`config.mk`:
```
export PLATFORM = sky130hd
export DESIGN_NAME = attack_controller
export DESIGN_NICKNAME = d
export VERILOG_FILES = /design/src/rtl/fight_pkg.sv /design/src/rtl/frame_timer.sv /design/src/rtl/attack_controller.sv
export SDC_FILE = /design/constraint.sdc
export NUM_CORES = 1
export LEC_CHECK = 0
export ABC_AREA = 1
export ABC_CLOCK_PERIOD_IN_PS = 2750
export CAP_MARGIN = 0
export CORE_UTILIZATION = 45
export DETAILED_ROUTE_END_ITERATION = 10
export PLACE_DENSITY = 0.67
export SYNTH_ARGS = -nofsm -noshare
export SYNTH_HDL_FRONTEND = slang
export SYNTH_SLANG_ARGS = --single-unit
```
`constraint.sdc`:
```
create_clock -name Clk -period 2.75 [get_ports Clk]
set_input_delay 0.275 -clock Clk [delete_from_list [all_inputs] [get_ports Clk]]
set_output_delay 0.275 -clock Clk [all_outputs]
set_load 0.01 [all_outputs]
```
`src/rtl/fight_pkg.sv`:
```
// Shared fight definitions: attack phase encoding and default frame timings.
// Imported by attack_controller and, later, by the health bar logic.
package fight_pkg;

  typedef enum logic [2:0] {
    ST_IDLE     = 3'd0,
    ST_WINDUP   = 3'd1,
    ST_STRIKE   = 3'd2,
    ST_RECOVER  = 3'd3,
    ST_COOLDOWN = 3'd4
  } attack_state_t;

  localparam int unsigned X_W_DEF             = 10;
  localparam int unsigned REACH_DEF           = 64;
  localparam int unsigned WINDUP_FRAMES_DEF   = 4;
  localparam int unsigned STRIKE_FRAMES_DEF   = 3;
  localparam int unsigned RECOVER_FRAMES_DEF  = 6;
  localparam int unsigned COOLDOWN_FRAMES_DEF = 8;

  // Larger of two frame counts, used to size the shared phase counter.
  function automatic int unsigned max2(input int unsigned a, input int unsigned b);
    return (a > b) ? a : b;
  endfunction

endpackage

```
`src/rtl/frame_timer.sv`:
```
// Frame counter for one timed phase: counts frame ticks while enabled and
// pulses o_done_c on the tick that reaches i_target, clearing itself then.
//   i_clk, i_rst   : clock, synchronous active-high reset
//   i_clear        : force counter to 0 (phase entry / abort)
//   i_en           : current phase is timed
//   i_tick         : one-cycle frame pulse
//   i_target       : frame count that ends the phase
//   o_done_c       : combinational done pulse (same cycle as the final tick)
module frame_timer #(
  parameter int unsigned CNT_W = 4
) (
  input  logic             i_clk,
  input  logic             i_rst,
  input  logic             i_clear,
  input  logic             i_en,
  input  logic             i_tick,
  input  logic [CNT_W-1:0] i_target,
  output logic             o_done_c
);

  logic [CNT_W-1:0] r_cnt;

  assign o_done_c = i_en && i_tick && ((r_cnt + CNT_W'(1)) == i_target);

  always_ff @(posedge i_clk) begin
    if (i_rst || i_clear) begin
      r_cnt <= '0;
    end else if (i_en && i_tick) begin
      r_cnt <= o_done_c ? '0 : r_cnt + CNT_W'(1);
    end
  end

endmodule

```
`src/rtl/attack_controller.sv`:
```
// Per-fighter attack sequencer: key press -> windup -> strike -> recover ->
// cooldown, resolving range and guard at the end of windup and driving the
// hit/block level pair to the opponent's health bar.
//   Clk, Reset        : clock, synchronous active-high reset
//   frame_tick        : one-cycle pulse per video frame
//   attack_key        : key level; an attack starts on its rising edge
//   attacker_x        : this fighter's x position
//   defender_x        : opponent's x position
//   defender_blocking : opponent holding guard
//   game_over         : either fighter dead; aborts and holds Idle
//   hit, block        : registered strike result, held through Strike
//   attacking         : Windup/Strike/Recover decode
//   phase             : current state encoding
module attack_controller
  import fight_pkg::*;
#(
  parameter int unsigned X_W             = X_W_DEF,
  parameter int unsigned REACH           = REACH_DEF,
  parameter int unsigned WINDUP_FRAMES   = WINDUP_FRAMES_DEF,
  parameter int unsigned STRIKE_FRAMES   = STRIKE_FRAMES_DEF,
  parameter int unsigned RECOVER_FRAMES  = RECOVER_FRAMES_DEF,
  parameter int unsigned COOLDOWN_FRAMES = COOLDOWN_FRAMES_DEF
) (
  input  logic           Clk,
  input  logic           Reset,
  input  logic           frame_tick,
  input  logic           attack_key,
  input  logic [X_W-1:0] attacker_x,
  input  logic [X_W-1:0] defender_x,
  input  logic           defender_blocking,
  input  logic           game_over,
  output logic           hit,
  output logic           block,
  output logic           attacking,
  output logic [2:0]     phase
);

  localparam int unsigned MAX_FRAMES =
    max2(max2(WINDUP_FRAMES, STRIKE_FRAMES), max2(RECOVER_FRAMES, COOLDOWN_FRAMES));
  localparam int unsigned CNT_W = $clog2(MAX_FRAMES + 1);

  localparam logic [CNT_W-1:0] WINDUP_T   = CNT_W'(WINDUP_FRAMES);
  localparam logic [CNT_W-1:0] STRIKE_T   = CNT_W'(STRIKE_FRAMES);
  localparam logic [CNT_W-1:0] RECOVER_T  = CNT_W'(RECOVER_FRAMES);
  localparam logic [CNT_W-1:0] COOLDOWN_T = CNT_W'(COOLDOWN_FRAMES);

  attack_state_t    r_state;
  logic             r_key_q;
  logic             r_hit;
  logic             r_block;

  logic             w_key_rise;
  logic [X_W-1:0]   w_dist;
  logic             w_connect;
  logic [CNT_W-1:0] w_target;
  logic             w_timed;
  logic             w_timer_clr;
  logic             w_done;

  assign w_key_rise = attack_key & ~r_key_q;

  // Larger minus smaller, so the unsigned distance never wraps.
  assign w_dist    = (attacker_x >= defender_x) ? (attacker_x - defender_x)
                                                : (defender_x - attacker_x);
  assign w_connect = (w_dist <= X_W'(REACH));

  // Phase length for the shared timer.
  always_comb begin
    w_target = '0;
    case (r_state)
      ST_WINDUP:   w_target = WINDUP_T;
      ST_STRIKE:   w_target = STRIKE_T;
      ST_RECOVER:  w_target = RECOVER_T;
      ST_COOLDOWN: w_target = COOLDOWN_T;
      default:     w_target = '0;
    endcase
  end

  // Idle never counts, so a tick on the Idle->Windup cycle is not seen.
  assign w_timed     = (r_state != ST_IDLE);
  assign w_timer_clr = game_over || (r_state == ST_IDLE);

  frame_timer #(
    .CNT_W (CNT_W)
  ) u_frame_timer (
    .i_clk    (Clk),
    .i_rst    (Reset),
    .i_clear  (w_timer_clr),
    .i_en     (w_timed),
    .i_tick   (frame_tick),
    .i_target (w_target),
    .o_done_c (w_done)
  );

  // Sequencer; strike result is latched on the Windup exit edge.
  always_ff @(posedge Clk) begin
    if (Reset) begin
      r_state <= ST_IDLE;
      r_key_q <= 1'b1;
      r_hit   <= 1'b0;
      r_block <= 1'b0;
    end else begin
      r_key_q <= attack_key;
      if (game_over) begin
        r_state <= ST_IDLE;
        r_hit   <= 1'b0;
        r_block <= 1'b0;
      end else begin
        case (r_state)
          ST_IDLE: begin
            if (w_key_rise) r_state <= ST_WINDUP;
          end
          ST_WINDUP: begin
            if (w_done) begin
              r_state <= ST_STRIKE;
              r_hit   <= w_connect & ~defender_blocking;
              r_block <= w_connect &  defender_blocking;
            end
          end
          ST_STRIKE: begin
            if (w_done) begin
              r_state <= ST_RECOVER;
              r_hit   <= 1'b0;
              r_block <= 1'b0;
            end
          end
          ST_RECOVER: begin
            if (w_done) r_state <= ST_COOLDOWN;
          end
          ST_COOLDOWN: begin
            if (w_done) r_state <= ST_IDLE;
          end
          default: begin
            r_state <= ST_IDLE;
            r_hit   <= 1'b0;
            r_block <= 1'b0;
          end
        endcase
      end
    end
  end

  assign hit       = r_hit;
  assign block     = r_block;
  assign phase     = r_state;
  assign attacking = (r_state == ST_WINDUP) || (r_state == ST_STRIKE) ||
                     (r_state == ST_RECOVER);

endmodule

```
==> flow_summary.toml <==
[outcome]
status = "finished clean"

[floorplanning]
die_area_um2 = 4130
die_w_um = 64.3
die_h_um = 64.3
core.rowCount = 22
initial_core_util_pct = 47.4
ioPinCount = 32
core_area_um2 = 3690

[yosys]
synth_top_family_by_area = "simple AND/OR/NAND/NOR gates"
synth_area_leader_cell = "nand2_1"
synth_edf_count = 0
syn_nets = 373
async_reset_ff_share_pct = 0
synthAdderAreaFrac_pct = 14.3
synth_xor_area_share_pct = 2.01
synth.distinct_cells = 22
synthTopCellsByArea = "nand2_1 25%, inv_1 16%, ha_1 14%"
netlist_area_um2 = 1750
synth_seq_cells = 10
synthMuxAreaShare_pct = 0
yosys.area_share.simple_pct = 47.1
ys_dominant_reg_cell = "dfxtp_1"
postSynthAreaPerCell_um2 = 5.34
synth_most_common_cell = "nand2_1"
syn_inst = 327
yosys.area.top_type_share_pct = 24.7
synthTopCellsByCount = "115 x nand2_1, 73 x inv_1, 24 x nand3_1"
yosys_warnings = 0
yosysSeqAreaShare_pct = 11.5
synth_compound_area_share_pct = 8.74

[clocking]
cts.clk_slew.worst_paths_ns = 0.05
cts_resized = 0
clk_latency_ns = 0.23
cts_buffers = 3
htree_num_levels = 1
cts_tree = "built"
cts_setup_buffers = 0
clk_path_buf_depth = 2
cts_hold_buf = 0
cts-root-buf = "clkbuf_8"
clock-sinks = 10

[global_route]
antenna_found_initial = 0
grt.total_usage_pct = 20.7
grt_max_degree = 12
grt_pass1_wl_mm = 6.96
grt_pass1_vias = 1675
grt-ovfl-total = 0

[layout]
nFillCells = 402
layout-drive-gt1-share_pct = 5.01
nets = 407
diodes = 0
post-route-util_pct = 58.2
area_growth_pct = 22.9
multi_input_area_um2 = 1260
regArea_um2 = 200

[route]
wirelength_mm = 4.04
drt_iter0_markers = 138
drt_first_pass_iters = 4
drc = 0
ant_nets = 0
vias_per_cell = 4.73
drt-wirelength-per-cell_um = 9.93
vias = 1925

[worst_setup_path]
critPathCaptureType = "flop"
worstPathArrival_ns = 2.33
startpoint_type = "input port"
cp-endpoint = "block"
ff2ff_setup_slack_ns = 1.09
rr_startpoint = "u_frame_timer.r_cnt[0]"
crit_start = "attacker_x[6]"
required_ns = 2.92
worst-setup-path-type = "in2reg"
cp_max_fo = 6
r2r-end = "phase[1]"
r2r_cells = 11

[sta]
slew_violations = 0
fin_crit_ns = 2.16
tightest_slew_ns = 0.329
finalClockSkew_ns = 0.00111
setup_tns_ns = 0
setup_violations = 0
slew_headroom_pct = 78.1
hold_viol_final = 0
rsz0062_at_grt = "no"
fin_crit_sh_pct = 78.7
fmax_ghz = 0.462

[power]
cellPowerDensity_nw_per_um2 = 272
swShare_pct = 38.2
peakVddDrop_mv = 0.175
clockPowerShare_pct = 26.0
cellLeakagePower_nw = 1.20
p_switching_w = 0.000223
combPwrFrac_pct = 48.7
seq_power_share_pct = 25.3
p_int_w = 0.000361

[place]
io_buffer_count = 31
hpwl_mm = 3.42
place.gp.congestion = 0.877

[worst_hold_path]
hold_class = "reg2reg"

[job]
drv_cap = 0
==> placed cells by master, fill, tap and decap left out, drive strengths merged, types with 2 or more instances in the layout <==
master and n:
nand3 28, nand4 9, xnor2 2, ha 20, a21oi 22, dfxtp 10, nand2 121, clkdlybuf4s50 31
xor2 2, o21bai 2, clkbuf 3, nor2 27, o21ai 4, or2 2, inv 73
==> registers in the layout, indices dropped and copies added, names as in the netlist <==
name	flops
u_frame_timer.r_cnt	4
phase	3
hit	1
r_key_q	1
block	1
==> final cells by class <==
cell class                 count  share of cell area, %
timing repair buffer          31                   14.5
sequential                    10                   9.33
tap                           48                   2.80
multi-input combinational    242                   58.7
inverter                      73                   12.8
clock buffer                   3                   1.92
==> metal layers <==
metal,vias to the layer above,part of all wire [%],track usage (%)
met5,-,0,0
met4,0,0.42,2.22
met3,4,4.3,4.46
met2,32,44,33.4
met1,826,51,28.8
li1,1063,-,-
==> worst min-delay path by stage <==
| stage | start | slack (ns) | cells after the start | to |
|---|---|---|---|---|
| floorplan | Reset | 0.38 | 1 | r_key_q |
| global placement | hit | 0.46 | 2 | hit |
| detailed placement | block | 0.46 | 2 | block |
| CTS | hit | 0.47 | 2 | hit |
| global route | hit | 0.49 | 2 | hit |
| finish | hit | 0.47 | 2 | hit |
==> through the flow <==
step	cells	hold WS [ns]	power [W]	setup WS [ns]	cell area [um^2]
after global routing	407	0.492	0.000638	0.342	2150
after CTS	407	0.473	0.000591	0.595	2150
after global placement	404	0.461	0.000433	0.342	2100
after detailed placement	404	0.461	0.000433	0.364	2100
final	407	0.471	0.000584	0.585	2150
after floorplan	327	0.379	0.000351	1.10	1750
==> kinds of logic after synthesis <==
kind of cell	Yosys count
AND/OR/NAND/NOR	189
XOR/XNOR	4
AO/OA/AOI/OAI	29
flip-flops	10
buffers and inverters	75
adder cells (fa/ha/maj)	20
==> critical path, stage by stage <==
cell and delay (ns):
clkdlybuf4s50_1 0.48, inv_1 0.05, ha_1 0.41, nand2_1 0.17, nor2_1 0.20, nand4_1 0.15, nand3_2 0.11, inv_1 0.04
nor2_1 0.10, nand3_1 0.07, nand2_1 0.08, nand2_1 0.06, a21oi_1 0.12
==> power by group through the flow <==
| stage | clock, W | combinational (W) | sequential, W |
|---|---|---|---|
| 4_1_cts | 0.000158 | 0.000285 | 0.000148 |
| 6_report | 0.000152 | 0.000285 | 0.000148 |
| 5_1_grt | 0.000165 | 0.000324 | 0.000148 |
| 3_5_place_dp | 0 | 0.000283 | 0.000151 |
| 2_1_floorplan | 0 | 0.000200 | 0.000151 |
| 3_3_place_gp | 0 | 0.000283 | 0.000150 |
Power figures use the tool's default switching activity.
